`src/rtl/uart_core_param_if.sv`:
```
// uart_core_param_if: system-side TX/RX word interface of the UART core
// Ports: master = system side (drives tx_valid/tx_data), slave = UART core
//   tx_valid/tx_ready/tx_data : TX word handshake into the TX FIFO
//   tx_busy                   : FIFO non-empty or frame in progress
//   rx_data/rx_valid          : received word, one-cycle valid pulse
//   rx_parity_err/rx_frame_err: error flags qualified by rx_valid
interface uart_core_param_if #(parameter int DATA_BITS = 8);
  logic tx_valid, tx_ready, tx_busy;
  logic [DATA_BITS-1:0] tx_data, rx_data;
  logic rx_valid, rx_parity_err, rx_frame_err;
  modport master(output tx_valid, tx_data, input tx_ready, tx_busy, rx_data, rx_valid, rx_parity_err, rx_frame_err);
  modport slave(input tx_valid, tx_data, output tx_ready, tx_busy, rx_data, rx_valid, rx_parity_err, rx_frame_err);
endinterface

```
`src/rtl/uart_core_param.sv`:
```
// uart_core_param: parametrised UART with TX FIFO, RX synchroniser, parity and framing checks
// Ports: clk, rst (async active-low), bus (uart_core_param_if.slave word interface),
//   tx (registered serial out, idles high), rx (async serial in),
//   loopback (only when UART_LOOPBACK_EN is defined: 1 routes the tx register into RX)
module uart_core_param #(
  parameter int CLKS_PER_BIT = 16,
  parameter int DATA_BITS = 8,
  parameter int PARITY = 0,
  parameter int STOP_BITS = 1,
  parameter int TX_DEPTH = 4
) (
  input logic clk,
  input logic rst,
`ifdef UART_LOOPBACK_EN
  input logic loopback,
`endif
  uart_core_param_if.slave bus,
  output logic tx,
  input logic rx
);
  localparam int CW = $clog2(STOP_BITS * CLKS_PER_BIT);
  localparam int BW = $clog2(DATA_BITS);
  localparam int AW = $clog2(TX_DEPTH);
  localparam logic [CW-1:0] BIT_END = CW'(CLKS_PER_BIT - 1);
  localparam logic [CW-1:0] STOP_END = CW'(STOP_BITS * CLKS_PER_BIT - 1);
  localparam logic [CW-1:0] HALF_END = CW'(CLKS_PER_BIT / 2 - 1);
  localparam logic [BW-1:0] LAST_BIT = BW'(DATA_BITS - 1);
  logic [DATA_BITS-1:0] mem [TX_DEPTH];
  logic [AW:0] wp, rp;
  logic armed, empty, full, push, pop;
  assign empty = wp == rp;
  assign full = (wp[AW] != rp[AW]) && (wp[AW-1:0] == rp[AW-1:0]);
  assign bus.tx_ready = armed && !full;
  assign push = bus.tx_valid && bus.tx_ready;
  always_ff @(posedge clk)
    if (push) mem[wp[AW-1:0]] <= bus.tx_data;
  always_ff @(posedge clk or negedge rst)
    if (!rst) begin
      wp <= '0;
      armed <= 1'b0;
    end else begin
      armed <= 1'b1;
      if (push) wp <= wp + 1'b1;
    end
  typedef enum logic [2:0] {T_IDLE, T_START, T_DATA, T_PAR, T_STOP} tx_state_t;
  tx_state_t ts;
  logic [CW-1:0] tcnt;
  logic [BW-1:0] tbit;
  logic [DATA_BITS-1:0] tsh;
  logic tpar;
  // STOP hands straight over to START when another word is queued, so frames abut
  assign pop = !empty && (ts == T_IDLE || (ts == T_STOP && tcnt == STOP_END));
  assign bus.tx_busy = !empty || ts != T_IDLE;
  always_ff @(posedge clk or negedge rst)
    if (!rst) begin
      ts <= T_IDLE;
      tcnt <= '0;
      tbit <= '0;
      tsh <= '0;
      tpar <= 1'b0;
      rp <= '0;
      tx <= 1'b1;
    end else begin
      // tx lags the state by one cycle, giving the two-edge push-to-start latency
      tx <= ts == T_START ? 1'b0 : ts == T_DATA ? tsh[0] : ts == T_PAR ? tpar : 1'b1;
      tcnt <= tcnt + 1'b1;
      if (pop) begin
        rp <= rp + 1'b1;
        tsh <= mem[rp[AW-1:0]];
        tpar <= PARITY == 1 ? ~^mem[rp[AW-1:0]] : ^mem[rp[AW-1:0]];
        ts <= T_START;
        tcnt <= '0;
      end else begin
        case (ts)
          T_IDLE: tcnt <= '0;
          T_START: if (tcnt == BIT_END) begin
            ts <= T_DATA;
            tcnt <= '0;
            tbit <= '0;
          end
          T_DATA: if (tcnt == BIT_END) begin
            tcnt <= '0;
            tsh <= tsh >> 1;
            tbit <= tbit == LAST_BIT ? '0 : tbit + 1'b1;
            if (tbit == LAST_BIT) ts <= PARITY != 0 ? T_PAR : T_STOP;
          end
          T_PAR: if (tcnt == BIT_END) begin
            ts <= T_STOP;
            tcnt <= '0;
          end
          T_STOP: if (tcnt == STOP_END) begin
            ts <= T_IDLE;
            tcnt <= '0;
          end
          default: ts <= T_IDLE;
        endcase
      end
    end
  logic rx_in, s1, s2;
`ifdef UART_LOOPBACK_EN
  assign rx_in = loopback ? tx : rx;
`else
  assign rx_in = rx;
`endif
  always_ff @(posedge clk or negedge rst)
    if (!rst) begin
      s1 <= 1'b1;
      s2 <= 1'b1;
    end else begin
      s1 <= rx_in;
      s2 <= s1;
    end
  typedef enum logic [2:0] {R_IDLE, R_START, R_DATA, R_PAR, R_STOP, R_WAIT} rx_state_t;
  rx_state_t rs;
  logic [CW-1:0] rcnt;
  logic [BW-1:0] rbit;
  logic [DATA_BITS-1:0] rsh, rdata;
  logic rpar, rv, pe, fe;
  assign bus.rx_data = rdata;
  assign bus.rx_valid = rv;
  assign bus.rx_parity_err = pe;
  assign bus.rx_frame_err = fe;
  always_ff @(posedge clk or negedge rst)
    if (!rst) begin
      rs <= R_IDLE;
      rcnt <= '0;
      rbit <= '0;
      rsh <= '0;
      rpar <= 1'b0;
      rdata <= '0;
      rv <= 1'b0;
      pe <= 1'b0;
      fe <= 1'b0;
    end else begin
      rv <= 1'b0;
      pe <= 1'b0;
      fe <= 1'b0;
      rcnt <= rcnt + 1'b1;
      case (rs)
        R_IDLE: begin
          rcnt <= '0;
          if (!s2) rs <= R_START;
        end
        // recheck at the start-bit centre; a high line here was a glitch
        R_START: if (rcnt == HALF_END) begin
          rcnt <= '0;
          rbit <= '0;
          rs <= s2 ? R_IDLE : R_DATA;
        end
        R_DATA: if (rcnt == BIT_END) begin
          rcnt <= '0;
          rsh <= {s2, rsh[DATA_BITS-1:1]};
          rbit <= rbit == LAST_BIT ? '0 : rbit + 1'b1;
          if (rbit == LAST_BIT) rs <= PARITY != 0 ? R_PAR : R_STOP;
        end
        R_PAR: if (rcnt == BIT_END) begin
          rcnt <= '0;
          rpar <= s2;
          rs <= R_STOP;
        end
        R_STOP: if (rcnt == BIT_END) begin
          rcnt <= '0;
          rv <= 1'b1;
          rdata <= rsh;
          pe <= PARITY != 0 && (rpar != (PARITY == 1 ? ~^rsh : ^rsh));
          fe <= !s2;
          rs <= s2 ? R_IDLE : R_WAIT;
        end
        // a low stop bit may be a break; re-arm only once the line is high again
        R_WAIT: begin
          rcnt <= '0;
          if (s2) rs <= R_IDLE;
        end
        default: rs <= R_IDLE;
      endcase
    end
endmodule

```
`src/flat_wrapper.sv`:
```
// flat-port wrapper written by rule: the top's interface ports become plain ports
module uart_core_param_flat 
#(
  parameter int CLKS_PER_BIT = 16,
  parameter int DATA_BITS = 8,
  parameter int PARITY = 0,
  parameter int STOP_BITS = 1,
  parameter int TX_DEPTH = 4
)
  (clk, rst, tx, rx, bus_tx_valid, bus_tx_data, bus_tx_ready, bus_tx_busy, bus_rx_data, bus_rx_valid, bus_rx_parity_err, bus_rx_frame_err);
  uart_core_param_if #(.DATA_BITS(DATA_BITS)) bus_i ();
  input logic clk;
  input logic rst;
  output logic tx;
  input logic rx;
  input wire logic [$bits(bus_i.tx_valid)-1:0] bus_tx_valid;
  input wire logic [$bits(bus_i.tx_data)-1:0] bus_tx_data;
  output wire logic [$bits(bus_i.tx_ready)-1:0] bus_tx_ready;
  output wire logic [$bits(bus_i.tx_busy)-1:0] bus_tx_busy;
  output wire logic [$bits(bus_i.rx_data)-1:0] bus_rx_data;
  output wire logic [$bits(bus_i.rx_valid)-1:0] bus_rx_valid;
  output wire logic [$bits(bus_i.rx_parity_err)-1:0] bus_rx_parity_err;
  output wire logic [$bits(bus_i.rx_frame_err)-1:0] bus_rx_frame_err;
  assign bus_i.tx_valid = bus_tx_valid;
  assign bus_i.tx_data = bus_tx_data;
  assign bus_tx_ready = bus_i.tx_ready;
  assign bus_tx_busy = bus_i.tx_busy;
  assign bus_rx_data = bus_i.rx_data;
  assign bus_rx_valid = bus_i.rx_valid;
  assign bus_rx_parity_err = bus_i.rx_parity_err;
  assign bus_rx_frame_err = bus_i.rx_frame_err;
  uart_core_param #(.CLKS_PER_BIT(CLKS_PER_BIT), .DATA_BITS(DATA_BITS), .PARITY(PARITY), .STOP_BITS(STOP_BITS), .TX_DEPTH(TX_DEPTH)) u_core (.clk(clk), .rst(rst), .bus(bus_i), .tx(tx), .rx(rx));
endmodule
```
`config.mk`:
```
export PLATFORM = sky130hd
export DESIGN_NAME = uart_core_param_flat
export DESIGN_NICKNAME = d
export VERILOG_FILES = /design/src/rtl/uart_core_param_if.sv /design/src/rtl/uart_core_param.sv /design/src/flat_wrapper.sv
export SDC_FILE = /design/constraint.sdc
export NUM_CORES = 1
export LEC_CHECK = 0
export ABC_AREA = 0
export CAP_MARGIN = 20
export CORE_ASPECT_RATIO = 2
export CORE_MARGIN = 2
export CORE_UTILIZATION = 55
export CTS_BUF_LIST = sky130_fd_sc_hd__clkbuf_4 sky130_fd_sc_hd__clkbuf_8
export DETAILED_ROUTE_END_ITERATION = 7
export GPL_ROUTABILITY_DRIVEN = 0
export MAX_ROUTING_LAYER = met4
export PLACE_DENSITY_LB_ADDON = 0.3
export SETUP_SLACK_MARGIN = 0.15
export SLEW_MARGIN = 20
export SYNTH_ARGS = -nofsm -noshare
export SYNTH_HDL_FRONTEND = slang
export SYNTH_SLANG_ARGS = --single-unit
```
`constraint.sdc`:
```
create_clock -name clk -period 5.42 [get_ports clk]
set_clock_uncertainty 0.1 [all_clocks]
set_input_delay 0.813 -clock clk [delete_from_list [all_inputs] [get_ports clk]]
set_output_delay 0.813 -clock clk [all_outputs]
set_load 0.02 [all_outputs]
```
==> results.cfg, run 1 <==
[setup_path]
crit_start = u_core.rp[0]
r2r_end = u_core.bus.rx_data[4]
crit_path_end_kind = primary output
r2r_start = u_core.rcnt[0]
endpoint = bus_tx_ready
reg2reg_slack_ns = 3.07
slowest_stage = dfrtp_1
cp-start-kind = register
cpPeakStageDelay_ns = 0.75
critical_path_class = register to primary output
crit_fanout = 11
crit_arrival_ns = 2.39
rr_worst_depth = 4
critPathRequiredTime_ns = 4.51
path_cells = xnor2_1, a31oi_1, clkdlybuf4s50_1

[cells_and_area]
final_util_pct = 62.6
nFillCells = 541
layout-drive-gt1-share_pct = 15.6
final_area_um2 = 4280
final_nets = 325
instances_no_fill = 397
final_cell_mix = dfrtp_1 (54), edfxtp_1 (32), clkdlybuf4s50_1 (23)
area_delta_synth_final_pct = 12.1
final_common_cell = dfrtp_1
diodes = 0

[clocking]
root_buffer = clkbuf_8
hold_buffers = 0
clock_latency_ns = 0.36
clk_pin_slew_ns = 0.08
cts_tree = done
clockBufferDepth = 2
post_cts_buffers = 0
clock_sinks = 89
cts_buffers = 9
ctsResizeCount = 0
htreeDepth = 3

[drt]
ant_nets = 0
via_per_inst = 5.44
drc = 0
dr.pass1.iters = 4
finalWirelength_um = 5850
drtIter0Drc = 141
wl_per_cell_um = 14.7
via_count = 2161

[sta]
setup_tns_ns = 0
min_period_over_period_pct = 60.9
fmax_mhz = 303
slew_viol_final = 0
relSlewSlack_pct = 28.4
tightestPinTransition_ns = 1.07
finalHoldViolCount = 0
period_minus_slack_ns = 3.30
setup_viol = 0
rsz0062_at_grt = no

[logic_synthesis]
synth_seq_area_share_pct = 62.7
syn_nets = 302
synthDistinctLibCells = 40
yosysTopAreaCell = dfrtp_1
avgSynthCellArea_um2 = 13.7
yosysWarnings = 0
netlist.area_leader.share_pct = 35.4
syn_inst = 279
synthesis.area_um2 = 3820
yosys-top-cells-area = dfrtp_1 (35%), edfxtp_1 (25%), mux2_2 (5.3%), mux4_2 (4.7%), ha_1 (3.6%)
ys_seq_elements = 89

[pwr]
powerDensity_nw_per_um2 = 470
leakage_uw = 0.00181
finalPower_uw = 2010
ir_drop_v = 0.000278

[hold_path]
min_path_type = register to register

[global_route]
track_usage_pct = 17.8
grt_pass1_vias = 2200
grt_max_degree = 58
antenna_found_initial = 0
grt_pass1_wl_um = 10100
grt_overflow = 0

[placed_design]
hpwl_um = 3990
placed_area_um2 = 4100
port_buffers = 24
dp.cells = 381

[floorplan]
start_util_pct = 55.9
die_x_um = 62.9
fp-row-count = 43
core_um2 = 6830
io_pins = 26
die_h_um = 122
die-area_um2 = 7660

[run_status]
status = finished, final reports clean

[job]
drv_cap = 0
==> worst min-delay path by stage <==
stage | cells past startpoint | end | startpoint
floorplan | 0 | u_core.s2 | u_core.s1
global placement | 0 | u_core.s2 | u_core.s1
detailed placement | 0 | u_core.s2 | u_core.s1
CTS | 0 | u_core.s2 | u_core.s1
global route | 0 | u_core.s2 | u_core.s1
finish | 0 | u_core.s2 | u_core.s1
==> critical path, delay by kind of cell (launching register included) <==
family,cells,cell delay [ns]
DFF,1,0.75
buffers and inverters,1,0.69
xor gates and xnor gates,1,0.17
AOI/OAI and AO/OA,1,0.41
==> per-stage QoR <==
| step | hold slack [ns] | setup slack (ns) |
|---|---|---|
| global route | 0.269 | 1.86 |
| finish | 0.259 | 2.12 |
| global placement | 0.246 | 2.53 |
| floorplan | 0.245 | 3.28 |
| detailed placement | 0.247 | 2.51 |
| CTS | 0.260 | 2.08 |
==> cells in the mapped netlist <==
| cell type | count |
|---|---|
| dfrtp_1 | 54 |
| edfxtp_1 | 32 |
| mux2_2 | 18 |
| nor2_1 | 18 |
| nand2_1 | 16 |
| a21oi_1 | 15 |
| xnor2_1 | 13 |
| ha_1 | 11 |
| o21ai_0 | 11 |
| inv_1 | 10 |
| mux2i_1 | 8 |
| mux4_2 | 8 |
| and3_1 | 7 |
| clkbuf_1 | 6 |
| nand3_1 | 6 |
| xor2_1 | 6 |
| buf_2 | 4 |
| dfstp_2 | 3 |
| nand2b_1 | 3 |
| nand3b_1 | 3 |
| nor2b_1 | 3 |
| conb_1 | 2 |
| nor3_1 | 2 |
| nor4b_1 | 2 |
| o31ai_1 | 2 |
| or3_1 | 2 |
| a211o_1 | 1 |
| a211oi_1 | 1 |
| a221oi_1 | 1 |
| a22oi_1 | 1 |
| a311o_1 | 1 |
| a31oi_1 | 1 |
| and4b_1 | 1 |
| buf_4 | 1 |
| buf_6 | 1 |
| clkbuf_8 | 1 |
| maj3_1 | 1 |
| nand4b_1 | 1 |
| o21ai_1 | 1 |
| o32ai_1 | 1 |
==> where the power goes <==
part	internal, uW	switching (uW)	leakage (uW)
Combinational	316	285	0.000715
Clock	173	230	0.0000902
Sequential	857	152	0.00101
==> state kept, by name (all words and copies together), names as in the netlist, 3 cells and up <==
register            cells
u_core.rbit             3
u_core.rsh              8
u_core.wp               3
u_core.ts               3
u_core.tsh              8
u_core.mem             32
u_core.rs               3
u_core.tcnt             4
u_core.tbit             3
u_core.rcnt             4
u_core.bus.rx_data      8
u_core.rp               3
==> kinds of logic (layout without fill, tap and decap cells) <==
family	count (synthesis)	count (layout)	synth area share, %
flip-flops	89	89	62.7
multiplexers	34	34	12.1
other	2	2	0.197
adder cells (fa/ha/maj)	12	12	3.87
AO/OA/AOI/OAI	36	36	5.44
XOR/XNOR	19	19	4.36
buffers and inverters	23	51	2.95
AND/OR/NAND/NOR	64	64	8.39
==> final cells by class <==
cell class	count	area, um2	share of cell area, %
inverters	10	37.5	0.877
flip-flops and latches	89	2390	55.9
multi-input cells	167	1320	30.8
repair buffers	25	243	5.67
clock buffers	10	131	3.07
clock inverters	6	45.0	1.05
well taps	90	113	2.63
==> metal layers <==
metal  track usage, %  vias up  share of wire (%)
li1                 -     1041                  -
met1             22.0     1060                 45
met2             26.7       47                 48
met3             4.89       13                3.7
met4             9.58        0                2.3
met5                -        -                  0
(Power assumes the default switching activity.)
==> run 2: changes to the inputs <==
==> constraint.sdc (replaced) <==
create_clock -name clk -period 3.3 [get_ports clk]
set_clock_uncertainty 0.1 [all_clocks]
set_input_delay 0.495 -clock clk [delete_from_list [all_inputs] [get_ports clk]]
set_output_delay 0.495 -clock clk [all_outputs]
set_load 0.02 [all_outputs]
==> run 2 against run 1 <==
Against the previous run:
- combinational power up 71%
- non-clock buffer count up 3
- clock power up 100%
- sequential power up 60%
==> results.cfg, run 2 (same netlist as run 1, synthesis figures left out) <==
[drt]
ant_nets = 0
wl_met2_um = 2900
met1_length_um = 2620
dr.pass1.iters = 6
highest_layer = met4
wl_met3_um = 164
drtIter0Drc = 141
finalWirelength_um = 5780
drc = 0
via_per_inst = 5.26
wl_per_cell_um = 14.5
via_count = 2103

[sta]
relSlewSlack_pct = 50.8
finalHoldViolCount = 0
setup_viol = 0
rsz0062_at_grt = no
tightestPinTransition_ns = 0.736
fin_hold_ws_ns = 0.0198
period_minus_slack_ns = 2.72
slew_viol_final = 0
setup_tns_ns = 0
fmax_mhz = 368
min_period_over_period_pct = 82.4

[cells_and_area]
area_delta_synth_final_pct = 14.5
final_nets = 328
instances_no_fill = 400
final_cell_mix = dfrtp_1 (54), edfxtp_1 (32), clkdlybuf4s50_1 (23)
layout-drive-gt1-share_pct = 16.5
final_util_pct = 63.9
largest_reg_flops = 32
final_common_cell = dfrtp_1
diodes = 0
final_area_um2 = 4370

[global_route]
track_usage_pct = 17.3
grt_pass1_vias = 2139
antenna_found_initial = 0
grt_pass1_wl_um = 9850
grt_max_degree = 45
grt_overflow = 0

[setup_path]
cpPeakStageDelay_ns = 0.69
critical_path_class = register to primary output
crit_fanout = 11
path_cells = xnor2_1, a31oi_1, clkdlybuf4s50_1
rr_worst_depth = 4
slowest_stage = clkdlybuf4s50_1
r2r_start = u_core.rp[1]
r2r_end = u_core.rp[1]
crit_arrival_ns = 2.12
crit_path_end_kind = primary output
cp-start-kind = register
critPathRequiredTime_ns = 2.70
reg2reg_slack_ns = 1.14

[pwr]
ir_drop_v = 0.000450
powerDensity_nw_per_um2 = 794
leakage_uw = 0.00186

[clocking]
root_buffer = clkbuf_8
cts_buffers = 9
cts_tree = done
post_cts_buffers = 0
clk_pin_slew_ns = 0.08
hold_buffers = 0
clock_latency_ns = 0.35
ctsResizeCount = 0
clock_sinks = 89
htreeDepth = 3
clockBufferDepth = 2

[placed_design]
placed_area_um2 = 4120
hpwl_um = 3950
dp.cells = 383
port_buffers = 24

[floorplan]
die_h_um = 122
core_um2 = 6830
die-area_um2 = 7660
start_util_pct = 55.9
io_pins = 26
fp-row-count = 43
die_x_um = 62.9

[job]
drv_cap = 0

[hold_path]
min_path_type = input port to asynchronous set/reset pin

[run_status]
status = finished, final reports clean
-- run 2: worst max-delay path: cells and delay by family, from the launching register on --
family / cells / cell delay (ns)
AO/OA/AOI/OAI: 1 / 0.33
flip-flops: 1 / 0.61
XOR/XNOR: 1 / 0.14
buffers and inverters: 1 / 0.69
-- run 2: layout make-up --
cell class	instances	area, um2
well taps	90	113
multi-input cells	167	1320
fillers	536	2460
clock inverters	5	78.8
flip-flops and latches	89	2390
clock buffers	11	145
inverters	10	37.5
repair buffers	28	285
-- run 2: where the power goes --
| part | switching (uW) | total [uW] | internal, uW |
|---|---|---|---|
| sequential | 210 | 1620 | 1410 |
| combinational | 504 | 1030 | 530 |
| clock | 361 | 815 | 454 |
| total | 1070 | 3470 | 2390 |
-- run 2: worst max path at each step --
stage                      start                to  slack, ns  depth (start not counted)
floorplan           u_core.rp[0]  u_core.mem[3][0]       1.19                          4
global placement    u_core.rp[1]      bus_tx_ready       0.98                          3
detailed placement  u_core.rp[1]      bus_tx_ready       0.98                          3
CTS                 u_core.rp[1]      bus_tx_ready       0.57                          3
global route        u_core.rp[1]      bus_tx_ready       0.41                          3
finish              u_core.rp[1]      bus_tx_ready       0.58                          3
-- run 2: through the flow --
| stage | power (uW) | worst slack (ns) |
|---|---|---|
| 4_1_cts | 3500 | 0.566 |
| 3_5_place_dp | 2690 | 0.978 |
| 6_report | 3470 | 0.580 |
| 5_1_grt | 3720 | 0.414 |
| 2_1_floorplan | 2470 | 1.19 |
| 3_3_place_gp | 2630 | 0.981 |
-- run 2: layer usage --
layer,track usage (%),up-vias
met1,21.8,1012
met4,8.47,0
met2,26.8,35
met5,-,-
met3,3.32,8
li1,-,1048
==> run 3: changes to the inputs <==
==> constraint.sdc (replaced) <==
create_clock -name clk -period 2.6 [get_ports clk]
set_clock_uncertainty 0.1 [all_clocks]
set_input_delay 0.39 -clock clk [delete_from_list [all_inputs] [get_ports clk]]
set_output_delay 0.39 -clock clk [all_outputs]
set_load 0.02 [all_outputs]
==> run 3 against run 2 <==
Against the previous run:
- non-clock buffer count grew 1
- combinational power grew 34%
- sequential power increased by 25%
- register-to-register slack worse by 0.69 ns
- power grew 25%
- flip-flop and latch count stayed put
==> results.cfg, run 3 (same netlist as run 1, synthesis figures left out) <==
[run_status]
status = finished, final reports clean

[setup_path]
critPathRequiredTime_ns = 2.11
cp-start-kind = register
crit_path_end_kind = primary output
crit_fanout = 5
crit_arrival_ns = 1.81
critical_path_class = register to primary output

[clocking]
clk_pin_slew_ns = 0.08
clock_sinks = 89
post_cts_buffers = 0
clockBufferDepth = 2
htreeDepth = 3
root_buffer = clkbuf_8
clock_latency_ns = 0.36
cts_tree = done
cts_buffers = 9

[drt]
ant_nets = 0
drc = 0
wl_per_cell_um = 14.4
finalWirelength_um = 5790
via_per_inst = 5.36
drtIter0Drc = 104
dr.pass1.iters = 4
via_count = 2148

[floorplan]
die_x_um = 62.9
fp-row-count = 43
io_pins = 26
start_util_pct = 55.9
die_h_um = 122
core_um2 = 6830
die-area_um2 = 7660

[sta]
finalHoldViolCount = 0
min_period_over_period_pct = 88.3
relSlewSlack_pct = 52.2
tightestPinTransition_ns = 0.717
fmax_mhz = 435
setup_viol = 0
slew_viol_final = 0
period_minus_slack_ns = 2.30
rsz0062_at_grt = no
setup_tns_ns = 0

[global_route]
grt_overflow = 0
grt_pass1_vias = 2166
grt_pass1_wl_um = 10000
track_usage_pct = 17.8
antenna_found_initial = 0
grt_max_degree = 58

[pwr]
finalPower_uw = 4330
leakage_uw = 0.00185
ir_drop_v = 0.000668
powerDensity_nw_per_um2 = 996

[cells_and_area]
final_cell_mix = dfrtp_1 (54), edfxtp_1 (32), clkdlybuf4s50_1 (21)
largest_reg_flops = 32
area_delta_synth_final_pct = 13.8
diodes = 0
final_common_cell = dfrtp_1
final_nets = 329
nFillCells = 530
layout-drive-gt1-share_pct = 17.0

[placed_design]
port_buffers = 24
hpwl_um = 3990

[job]
drv_cap = 0

[hold_path]
min_path_type = input port to asynchronous set/reset pin
==> run 3: per-layer routing <==
metal / wire length (um) / vias to the layer above / GRT usage [%]
li1: - / 1046 / -
met1: 2410 / 1055 / 22.3
met2: 3050 / 36 / 27.7
met3: 197 / 11 / 4.16
met4: 127 / 0 / 8.33
met5: 0 / - / -
==> run 3: final cells by class <==
type	instances	area, um2	area share [%]
clock buffers	9	124	2.85
clock inverters	7	71.3	1.64
inverters	10	37.5	0.864
multi-input cells	167	1330	30.7
flip-flops and latches	89	2390	55.1
well taps	90	113	2.59
repair buffers	29	274	6.31
==> run 3: stage by stage <==
step	cell area (um2)	util [%]	instances	hold slack [ns]	worst slack, ns
after floorplan	3820	-	279	-0.00559	0.489
final	4340	63.6	401	0.0559	0.304
after detailed placement	4130	60.5	385	0.247	0.481
after global routing	4340	63.6	401	0.117	0.170
after CTS	4330	63.4	401	0.0638	0.154
after global placement	4130	60.5	385	0.248	0.502
==> run 3: worst max-delay path, cell delays in order, from the launching register on <==
cell           delay [ns]
dfrtp_1              0.44
xnor2_1              0.29
nand3b_1             0.17
nand3b_1             0.21
dlygate4sd2_1        0.34
==> run 3: worst paths after layout <==
kind                                 from                     to  slack, ns  depth (start not counted)
hold / removal                        rst         u_core.tbit[0]       0.06                          2
min in group clk                u_core.s1              u_core.s2       0.26                          0
max in group asynchronous             rst  u_core.bus.rx_data[7]       1.89                          2
setup / recovery             u_core.wp[1]            bus_tx_busy       0.30                          4
hold reg to reg                 u_core.s1              u_core.s2       0.26                          0
setup reg to reg           u_core.rcnt[0]           u_core.rs[1]       0.45                          6
==> run 3: what timing repair did <==
item	in CTS	in global routing
cloned	0	0
gates resized for setup	2	2
hold buffers	0	0
pin swaps	0	0
setup endpoints to repair	2	2
==> run 3: power breakdown <==
group	internal, uW	switching (uW)	leakage, uW
Combinational	696	685	0.000749
Sequential	1790	248	0.00101
Clock	441	469	0.0000929
